## config.mk

```make
export PLATFORM = sky130hd
export DESIGN_NAME = mem_line_requester
export DESIGN_NICKNAME = d
export VERILOG_FILES = /design/src/rtl/mem_line_requester.sv
export SDC_FILE = /design/constraint.sdc
export NUM_CORES = 1
export LEC_CHECK = 0
export CORE_AREA = 3 3 236 238
export CTS_CLUSTER_SIZE = 24
export DETAILED_ROUTE_END_ITERATION = 7
export DIE_AREA = 0 0 239 241
export PLACE_DENSITY = 0.63
export SYNTH_ARGS = -nofsm -noshare
export SYNTH_HDL_FRONTEND = slang
export SYNTH_SLANG_ARGS = --single-unit
```

## constraint.sdc

```tcl
create_clock -name clk -period 2.38 [get_ports clk]
set_input_delay 0.238 -clock clk [delete_from_list [all_inputs] [get_ports clk]]
set_output_delay 0.238 -clock clk [all_outputs]
set_load 0.02 [all_outputs]
```

## src/rtl/mem_line_requester.sv

```systemverilog
`default_nettype none
`timescale 1ns/1ps
// ============================================================================
// Module  : mem_line_requester
// Brief   : Cache-miss sequencer for the 128-bit slow-memory line protocol:
//           optional dirty-victim write-back, then line fill, with timeout.
// Revision: 1.0 - initial release
// ============================================================================
module mem_line_requester #(
  parameter int TIMEOUT_CYC = 1023,
  parameter int CNT_W       = 10
) (
  input  logic         clk,
  input  logic         rst_n,
  input  logic         req_valid,
  input  logic [27:0]  req_addr,
  input  logic         req_dirty,
  input  logic [27:0]  victim_addr,
  input  logic [127:0] victim_data,
  output logic         busy,
  output logic         done,
  output logic [127:0] fill_data,
  output logic         err,
  output logic         mem_read,
  output logic         mem_write,
  output logic [27:0]  mem_addr,
  output logic [127:0] mem_wdata,
  input  logic [127:0] mem_rdata,
  input  logic         mem_ready
);

  typedef enum logic [2:0] {
    S_IDLE   = 3'd0,
    S_WB     = 3'd1,
    S_WB_GAP = 3'd2,
    S_RD     = 3'd3,
    S_DONE   = 3'd4
  } state_t;

  localparam logic [CNT_W-1:0] c_one     = CNT_W'(1);
  localparam logic [CNT_W-1:0] c_cnt_max = '1;
  localparam logic [CNT_W-1:0] c_timeout = CNT_W'(TIMEOUT_CYC);

  state_t         r_state, w_state_nxt;
  logic           r_busy, w_busy_nxt;
  logic           r_done, w_done_nxt;
  logic           r_err, w_err_nxt;
  logic           r_mem_read, w_mem_read_nxt;
  logic           r_mem_write, w_mem_write_nxt;
  logic [27:0]    r_mem_addr, w_mem_addr_nxt;
  logic [127:0]   r_mem_wdata, w_mem_wdata_nxt;
  logic [127:0]   r_fill_data, w_fill_data_nxt;
  logic [27:0]    r_fill_addr, w_fill_addr_nxt;
  logic [CNT_W-1:0] r_cnt, w_cnt_nxt;
  logic [CNT_W-1:0] w_cnt_inc;
  logic           w_timeout;

  // Saturating wait counter; a zero TIMEOUT_CYC disables the timeout.
  assign w_cnt_inc = (r_cnt == c_cnt_max) ? r_cnt : r_cnt + c_one;
  assign w_timeout = (TIMEOUT_CYC != 0) && (w_cnt_inc == c_timeout);

  always_comb begin
    w_state_nxt     = r_state;
    w_busy_nxt      = r_busy;
    w_done_nxt      = 1'b0;
    w_err_nxt       = r_err;
    w_mem_read_nxt  = r_mem_read;
    w_mem_write_nxt = r_mem_write;
    w_mem_addr_nxt  = r_mem_addr;
    w_mem_wdata_nxt = r_mem_wdata;
    w_fill_data_nxt = r_fill_data;
    w_fill_addr_nxt = r_fill_addr;
    w_cnt_nxt       = r_cnt;

    case (r_state)
      S_IDLE: begin
        if (req_valid) begin
          w_busy_nxt      = 1'b1;
          w_fill_addr_nxt = req_addr;
          w_cnt_nxt       = '0;
          if (req_dirty) begin
            w_state_nxt     = S_WB;
            w_mem_write_nxt = 1'b1;
            w_mem_addr_nxt  = victim_addr;
            w_mem_wdata_nxt = victim_data;
          end else begin
            w_state_nxt    = S_RD;
            w_mem_read_nxt = 1'b1;
            w_mem_addr_nxt = req_addr;
          end
        end
      end

      S_WB: begin
        if (mem_ready) begin
          w_mem_write_nxt = 1'b0;
          w_state_nxt     = S_WB_GAP;
        end else if (w_timeout) begin
          w_mem_write_nxt = 1'b0;
          w_err_nxt       = 1'b1;
          w_done_nxt      = 1'b1;
          w_state_nxt     = S_DONE;
        end else begin
          w_cnt_nxt = w_cnt_inc;
        end
      end

      // One idle cycle so the memory sees the write request drop.
      S_WB_GAP: begin
        w_mem_read_nxt = 1'b1;
        w_mem_addr_nxt = r_fill_addr;
        w_cnt_nxt      = '0;
        w_state_nxt    = S_RD;
      end

      S_RD: begin
        if (mem_ready) begin
          w_mem_read_nxt  = 1'b0;
          w_fill_data_nxt = mem_rdata;
          w_done_nxt      = 1'b1;
          w_state_nxt     = S_DONE;
        end else if (w_timeout) begin
          w_mem_read_nxt = 1'b0;
          w_err_nxt      = 1'b1;
          w_done_nxt     = 1'b1;
          w_state_nxt    = S_DONE;
        end else begin
          w_cnt_nxt = w_cnt_inc;
        end
      end

      S_DONE: begin
        w_busy_nxt  = 1'b0;
        w_state_nxt = S_IDLE;
      end

      default: begin
        w_state_nxt     = S_IDLE;
        w_busy_nxt      = 1'b0;
        w_mem_read_nxt  = 1'b0;
        w_mem_write_nxt = 1'b0;
      end
    endcase
  end

  always_ff @(posedge clk or negedge rst_n) begin
    if (!rst_n) begin
      r_state     <= S_IDLE;
      r_busy      <= 1'b0;
      r_done      <= 1'b0;
      r_err       <= 1'b0;
      r_mem_read  <= 1'b0;
      r_mem_write <= 1'b0;
      r_mem_addr  <= '0;
      r_mem_wdata <= '0;
      r_fill_data <= '0;
      r_fill_addr <= '0;
      r_cnt       <= '0;
    end else begin
      r_state     <= w_state_nxt;
      r_busy      <= w_busy_nxt;
      r_done      <= w_done_nxt;
      r_err       <= w_err_nxt;
      r_mem_read  <= w_mem_read_nxt;
      r_mem_write <= w_mem_write_nxt;
      r_mem_addr  <= w_mem_addr_nxt;
      r_mem_wdata <= w_mem_wdata_nxt;
      r_fill_data <= w_fill_data_nxt;
      r_fill_addr <= w_fill_addr_nxt;
      r_cnt       <= w_cnt_nxt;
    end
  end

  assign busy      = r_busy;
  assign done      = r_done;
  assign err       = r_err;
  assign mem_read  = r_mem_read;
  assign mem_write = r_mem_write;
  assign mem_addr  = r_mem_addr;
  assign mem_wdata = r_mem_wdata;
  assign fill_data = r_fill_data;

endmodule
`default_nettype wire

```

==> impl_metrics.toml, run 1 <==
[yosys]
synth.area.top_cells = "dfrtp_1, mux2_2, o21ai_0"
yosysTopAreaCellShare = 0.626
ys_ff_latch = 330
synth_cell_type_count = 48
netlist_instances = 915
ys_warn_count = 0
synth.avg_cell_area_um2 = 14.4
yosysSeqAreaShare = 0.626
synth_area_um2 = 13200
syn_nets = 1233
synth_edf_count = 0
ys.flop_type = "dfrtp_1"
yosys.area.top_type = "dfrtp_1"
postSynth.asyncResetShare = 1.00

[drt]
viasPerCell = 4.29
drtAntennaViolNets = 0
drt-met1-wl_mm = 15.9
first_pass_iters = 4
routed_wl_mm = 42.6
drt-initial-drc-count = 306
wl_met3_mm = 3.87
vias = 9716
drc_errors = 0
dr_wl_met2_mm = 22.0
post_drt_wl_per_cell_um = 18.8
dr.max_layer_used = "met4"

[setup_path]
crit_fanout = 9
max_stage_delay_ns = 0.45
cp_slowest_cell = "dfrtp_2"
r2r_slack_ns = 0.11
critPathArrivalTime_ns = 2.68
worst-path-buf-inv = 1
cp_top_family = "compound AO/OA/AOI/OAI gates"
path_class = "reg -> reg"
end_kind = "flop"
worst_setup_path_start_kind = "flop"
crit_required_ns = 2.80
crit_chain = "ha_2 > and2_1 > a2111oi_2 > nor4_2 > nand4_2 > buf_4 > a21oi_1 > a311oi_1"

[clocking]
clk_latency_ns = 0.54
htree_levels = 2
clk_path_buf_depth = 3
clk_pin_slew_ns = 0.05
root_buffer = "clkbuf_16"
cts_setup_buffers = 0
cts_tree = "yes"
cts_made_buffers = 40
cts_num_sinks = 330

[sta]
tightestPinTransition_ns = 0.481
slew_violations = 0
hold_violations = 0
rsz0062_at_grt = "false"
tns_ns = 0
finalSetupViolCount = 0
finalClockSkew_ns = 0.0281
max_slew_margin = 0.679
post-route-period-util = 0.953
setup_slack_ns = 0.112
layout_min_cycle_time_ns = 2.27
max_freq_mhz = 441

[placed_design]
dp_worst_setup_slack_ns = 0.0164
post-dp-hpwl_mm = 32.5
port_buffers = 605
gp_congestion = 0.797

[die]
die_x_um = 239
core_area_um2 = 53800
die_h_um = 241
initial_core_util = 0.245
rows = 85
io_pins = 606
die_area_um2 = 57600

[power]
powerDensity_nw_per_um2 = 1380
power.internal_mw = 19.3
combPwrFrac = 0.468
p_seq_frac = 0.334
switchingPower_mw = 10.5
power.leakage_nw = 8.97
vdd_drop_max_mv = 0.735
clkPwrFrac = 0.199
p_sw_frac = 0.353

[final_layout]
final_cell_mix = "clkdlybuf4s50_1, dfrtp_1, mux2_2"
drive_above_1_share = 0.246
nets = 1860
fillers = 4978
n_antenna_cell = 0
layout_commonest_cell = "clkdlybuf4s50_1"
area_growth_pct = 63.3

[flow_run]
maxCapViolations = 0

[global_route]
antenna_found_initial = 0
grt_pass1_wl_mm = 62.4
track_usage = 0.140
grt_overflow = 0
grt_pass1_vias = 10400
grt_max_degree = 85

[status]
outcome = "completed"

[min_path]
holdCritPathClass = "in -> async"
-- Yosys cell counts, types with 2 or more instances --
cell type and n:
a22o_1 2, nand4_2 2, nor3_1 4, a21oi_1 4, buf_6 3, and2_1 4
a32o_1 2, mux2_2 271, a31oi_1 5, nor2b_1 3, o21ai_0 62, buf_2 30
o21ai_1 2, mux2i_1 29, o21a_1 3, dfrtp_1 330, o31ai_1 2, and3_1 3
nand2b_1 3, nor4_2 2, buf_1 4, a41oi_1 3, nand3_1 4, nand2_1 64
mux2_1 14, a21o_1 2, o2111ai_1 2, nand4_1 2, clkbuf_1 17, a31o_2 3
inv_1 5, nor2_1 13
-- state kept, by name, summed over array words and instances (netlist names) --
register and count:
r_state 3, r_cnt 10, mem_addr 28, r_fill_addr 28, done 1, err 1, fill_data 128, mem_write 1
mem_read 1, mem_wdata 128, busy 1
-- repair_timing --
item                                    in CTS  in global routing
endpoints found under the setup margin       0                 11
hold endpoints to repair                    39                  0
hold buffers                                 1                  0
resized for setup                            0                  2
-- worst reg2reg max path, delay by kind of cell (launching register included) --
family	cells	cell delay [ns]
AND/OR/NAND/NOR	3	0.46
AO/OA/AOI/OAI	3	0.80
buffers and inverters	1	0.21
adder cells (fa/ha/maj)	1	0.24
flip-flops	1	0.45
-- power groups by stage --
stage	Clock, mW	Sequential, mW	Combinational, mW
global placement	0	9.89	14.0
global route	6.35	10.3	14.8
CTS	6.14	9.96	14.1
finish	5.91	9.93	13.9
floorplan	0	12.8	3.82
detailed placement	0	10.0	14.1
-- final timing paths --
kind                                 start        endpoint  cells after the start
hold / removal                       rst_n   mem_wdata[93]                      2
min in group clk            mem_rdata[114]  fill_data[114]                      2
hold reg to reg            r_fill_addr[12]    mem_addr[12]                      2
setup reg to reg                  r_cnt[1]        r_cnt[2]                      8
setup / recovery                  r_cnt[1]        r_cnt[2]                      8
max in group asynchronous            rst_n        r_cnt[1]                      3
-- layout make-up --
cell class	instances	area [um2]	area share
Multi-Input combinational cell	526	4680	0.217
Sequential cell	330	8260	0.383
Tap cell	696	871	0.0404
Clock buffer	58	1180	0.0547
Clock inverter	13	101	0.00470
Inverter	5	18.8	0.000870
Timing Repair Buffer	639	6450	0.299
-- kinds of logic (layout without fill, tap and decap cells) --
group,Yosys count,after routing,share of synthesized area
compound gates,100,100,0.0468
fa+ha+maj,1,1,0.000948
buf+inv,59,715,0.0213
flops,330,330,0.626
mux,314,314,0.265
simple gates,111,111,0.0403
-- routing by layer --
layer,track usage,up-vias
li1,-,4500
met1,0.156,4754
met2,0.251,412
met3,0.0521,50
met4,0.0421,0
met5,0,-
-- through the flow --
stage | util | power [mW] | hold slack (ns) | std cells | cell area, um2
after floorplan | - | 16.7 | -0.0576 | 915 | 13200
after global placement | 0.377 | 23.8 | 0.202 | 2195 | 20300
after detailed placement | 0.377 | 24.1 | 0.207 | 2195 | 20300
after CTS | 0.401 | 30.2 | 0.206 | 2267 | 21600
after global routing | 0.401 | 31.4 | 0.239 | 2267 | 21600
final | 0.401 | 29.8 | 0.238 | 2267 | 21600
Power figures use the tool's default switching activity.
==> inputs of run 2 (changes only) <==
- SETUP_SLACK_MARGIN: not set -> 0.15
- clock period: 2.38 -> 2.5 ns (I/O delays scaled with it)
==> run 2 against run 1 <==
Final cell count barely moved. Sequential power is 4.7% lower. Utilization is 0.12 points higher. Via count up 0.48%. Clock-buffer cell count stayed put. Power decreased by 4.3%. Clock skew shrank 0.013 ns. Fmax increased by 4.5%. Register-to-register slack improved by 0.22 ns.
==> impl_metrics.toml, run 2 (synthesis results as in run 1) <==
[setup_path]
path_class = "reg -> reg"
crit_chain = "ha_2 > buf_4 > nand2_2 > a41oi_1 > nor4_2 > nand4_2 > buf_6 > a31o_2 > o21a_1"
worst_setup_path_start_kind = "flop"
r2r_slack_ns = 0.33
crit_start = "r_cnt[1]"
timing.rr.start = "r_cnt[1]"
cp_top_family = "simple AND/OR/NAND/NOR gates"
crit_fanout = 7
worst-path-buf-inv = 2
cp-endpoint = "r_cnt[0]"
max_stage_delay_ns = 0.41
cp_slowest_cell = "dfrtp_2"
r2r_end = "r_cnt[0]"
crit_required_ns = 2.92
critPathArrivalTime_ns = 2.59
reg2reg_depth = 9
crit_cells = 9
end_kind = "flop"

[drt]
first_pass_iters = 4
drtAntennaViolNets = 0
drt-initial-drc-count = 222
vias = 9763
viasPerCell = 4.30
drc_errors = 0
post_drt_wl_per_cell_um = 18.9
routed_wl_mm = 42.8

[final_layout]
final_cell_mix = "clkdlybuf4s50_1, dfrtp_1, mux2_2"
multi_input_area_um2 = 4690
area_growth_pct = 63.8
register_area_um2 = 8260
post-route-util = 0.402
stdcell_count = 2268
fillers = 5080
drive_above_1_share = 0.250
layout_commonest_cell = "clkdlybuf4s50_1"
nets = 1862

[placed_design]
post-dp-hpwl_mm = 32.3
dp.cells = 2193
port_buffers = 605
gp_congestion = 0.810

[sta]
holdWs_ns = 0.278
layout_min_cycle_time_ns = 2.17
slew_violations = 0
max_slew_margin = 0.589
hold_violations = 0
rsz0062_at_grt = "false"
finalSetupViolCount = 0
finalClockSkew_ns = 0.0147
tightestPinTransition_ns = 0.617
max_freq_mhz = 460
tns_ns = 0
post-route-period-util = 0.869

[global_route]
grt_pass1_vias = 10600
met2_usage = 0.250
antenna_found_initial = 1
grt.busiest_layer = "met2"
grt_use_met1 = 0.156
grt_overflow = 0
grt_max_degree = 86
grt_pass1_wl_mm = 62.9
gr-usage-met3 = 0.0543
track_usage = 0.141

[die]
rows = 85
die_x_um = 239
initial_core_util = 0.245
die_area_um2 = 57600
io_pins = 606
die_h_um = 241
core_area_um2 = 53800

[flow_run]
maxCapViolations = 0

[clocking]
cts_made_buffers = 39
cts_tree = "yes"
clk_latency_ns = 0.54
clk_pin_slew_ns = 0.06
cts_num_sinks = 330
htree_levels = 2
clk_path_buf_depth = 3
root_buffer = "clkbuf_16"

[min_path]
holdCritPathClass = "in -> async"

[status]
outcome = "completed"

[power]
powerDensity_nw_per_um2 = 1320
vdd_drop_max_mv = 0.851
power.leakage_nw = 8.99
==> run 2: cell types whose count changed in the layout (fill, tap and decap cells not counted), moves of 3 or more <==
| cell | previous run | this run |
|---|---|---|
| clkbuf_1 | 8 | 5 |
| clkinv_2 | 9 | 5 |
| buf_6 | 0 | 3 |
| clkbuf_8 | 9 | 13 |
==> run 2: worst min path at each step <==
stage | from | endpoint | depth (start not counted)
after floorplan | rst_n | busy | 0
after global placement | rst_n | fill_data[120] | 1
after detailed placement | rst_n | fill_data[120] | 1
after CTS | mem_rdata[115] | fill_data[115] | 2
after global routing | mem_rdata[115] | fill_data[115] | 2
final | rst_n | fill_data[121] | 2
==> run 2: through the flow <==
stage / total power, mW / worst slack, ns / cell area (um2)
after floorplan: 15.9 / 0.458 / 13200
after global placement: 22.7 / 0.327 / 20200
after detailed placement: 22.9 / 0.227 / 20200
after CTS: 28.9 / 0.210 / 21600
after global routing: 30.1 / 0.160 / 21600
final: 28.5 / 0.328 / 21600
==> run 2: layout make-up <==
cell class                 count  area share
clock buffer                  58      0.0554
inverter                       5    0.000868
antenna                        1    0.000116
timing repair buffer         642       0.299
tap                          696      0.0403
multi-input combinational    526       0.217
clock inverter                10     0.00550
sequential                   330       0.382
==> run 2: power breakdown <==
part	switching, mW	total [mW]	internal, mW
clock network	2.25	5.77	3.52
logic	6.31	13.2	6.93
registers	1.45	9.46	8.01
total	10.0	28.5	18.5
==> run 2: repair_timing <==
item | CTS | global route
hold buffers | 1 | 0
endpoints found under the setup margin | 0 | 11
setup buffers | 0 | 5
gates resized for setup | 0 | 7
hold endpoints to repair | 61 | 0
==> run 2: per-layer routing <==
metal | up-vias | share of wire
met2 | 403 | 0.52
met3 | 53 | 0.093
met5 | - | 0
met4 | 0 | 0.022
li1 | 4501 | -
met1 | 4806 | 0.37
==> inputs of run 3 (changes only) <==
- CORE_AREA: 3 3 236 238 -> 3 3 235 237
- DIE_AREA: 0 0 239 241 -> 0 0 238 240
- clock period: 2.5 -> 2.74 ns (I/O delays scaled with it)
==> run 3 against run 2 <==
Clock-buffer cell count decreased by 1. Routed wire length is essentially flat. Design area decreased by 0.34%. Final cell count fell by 0.22%. Sequential share of layout area rose by 0.12 points. Critical endpoint is now r_cnt[1].
==> impl_metrics.toml, run 3 (synthesis results as in run 1) <==
[power]
clkPwrFrac = 0.203
p_seq_frac = 0.333
vdd_drop_max_mv = 0.727
finalPower_mw = 25.8
combPwrFrac = 0.465
power.internal_mw = 16.7
switchingPower_mw = 9.11
p_sw_frac = 0.352
power.leakage_nw = 8.94
powerDensity_nw_per_um2 = 1200

[die]
io_pins = 606
die_h_um = 240
initial_core_util = 0.247
die_x_um = 238
core_area_um2 = 53500
rows = 85
die_area_um2 = 57100

[drt]
post_drt_wl_per_cell_um = 18.9
vias = 9731
viasPerCell = 4.30
drc_errors = 0
drtAntennaViolNets = 0
drt-initial-drc-count = 313
routed_wl_mm = 42.8
first_pass_iters = 5

[clocking]
htree_levels = 2
cts_tree = "yes"
cts_num_sinks = 330
cts_made_buffers = 40
clk_path_buf_depth = 3
clk_latency_ns = 0.56
clk_pin_slew_ns = 0.06
root_buffer = "clkbuf_16"

[setup_path]
r2r_end = "r_cnt[1]"
timing.rr.start = "r_cnt[0]"
end_kind = "flop"
crit_required_ns = 3.16
crit_fanout = 14
worst_setup_path_start_kind = "flop"
reg2reg_depth = 7
critPathArrivalTime_ns = 2.90
path_class = "reg -> reg"
r2r_slack_ns = 0.26

[final_layout]
post-route-util = 0.403
stdcell_count = 2263
area_growth_pct = 63.3
drive_above_1_share = 0.243
layout_commonest_cell = "clkdlybuf4s50_1"
final_cell_mix = "clkdlybuf4s50_1, dfrtp_1, mux2_2"
nets = 1853

[sta]
hold_violations = 0
finalSetupViolCount = 0
tns_ns = 0
post-route-period-util = 0.906
slew_violations = 0
max_slew_margin = 0.476
tightestPinTransition_ns = 0.786
finalClockSkew_ns = 0.0227
rsz0062_at_grt = "false"
layout_min_cycle_time_ns = 2.48
max_freq_mhz = 403

[global_route]
antenna_found_initial = 1
grt_pass1_wl_mm = 63.2
grt_max_degree = 86
grt_pass1_vias = 10400
track_usage = 0.143
grt_overflow = 0

[min_path]
holdCritPathClass = "in -> async"

[status]
outcome = "completed"

[placed_design]
gp_congestion = 0.797
post-dp-hpwl_mm = 32.3
dp.cells = 2188
port_buffers = 605

[flow_run]
maxCapViolations = 0
==> run 3: changes by cell type in the layout (fill, tap and decap cells not counted), moves of 2 or more <==
cell      before  now
clkbuf_8      13    9
buf_4         23   16
clkinv_2       5    7
buf_6          3    0
clkbuf_1       5    8
clkinv_8       1    3
==> run 3: power groups by stage <==
stage               Sequential, mW  Combinational [mW]  Clock, mW
detailed placement            8.66                12.1          0
floorplan                     11.1                3.32          0
finish                        8.60                12.0       5.24
global route                  8.93                12.7       5.66
global placement              8.53                12.0          0
CTS                           8.62                12.2       5.45
==> run 3: cell type report <==
type / instances / area, um2
inverters: 5 / 18.8
clock inverters: 15 / 169
repair buffers: 632 / 6390
flip-flops and latches: 330 / 8260
clock buffers: 57 / 1150
multi-input cells: 526 / 4690
fillers: 5004 / 31900
diodes: 2 / 5.00
well taps: 696 / 871
==> run 3: per-layer routing <==
layer | routed length, um | global-route usage | vias to the layer above
met5 | 0 | 0 | -
met1 | 16400 | 0.165 | 4773
met4 | 824 | 0.0410 | 0
met2 | 21600 | 0.249 | 413
met3 | 3900 | 0.0552 | 49
li1 | - | - | 4496
==> run 3: metrics by stage <==
step	setup WS [ns]	cell area, um2	hold WS (ns)
finish	0.259	21600	0.301
CTS	0.190	21500	0.276
floorplan	0.698	13200	-0.0216
global route	0.186	21600	0.286
global placement	0.323	20200	0.331
detailed placement	0.202	20200	0.334
==> run 3: critical path: stages, from the launching register on <==
cell	delay, ns
dfrtp_1	0.50
ha_2	0.31
and2_1	0.22
a2111oi_2	0.11
nor4_2	0.42
nand4_4	0.29
and2_4	0.25
a32o_1	0.25
==> run 3: worst max-delay path by stage <==
stage,startpoint,end,slack (ns)
global route,r_cnt[0],r_cnt[1],0.19
global placement,r_cnt[0],r_cnt[1],0.32
finish,r_cnt[0],r_cnt[1],0.26
detailed placement,r_cnt[0],r_cnt[1],0.20
CTS,r_cnt[0],r_cnt[1],0.19
floorplan,r_cnt[1],r_cnt[1],0.70
==> run 3: timing repair <==
action                                 4_1_cts  5_1_grt
hold buffers                                 1        0
setup endpoints to repair                    0        5
gates resized for setup                      0        2
endpoints found under the hold margin       72        0
buffers inserted                             0        0
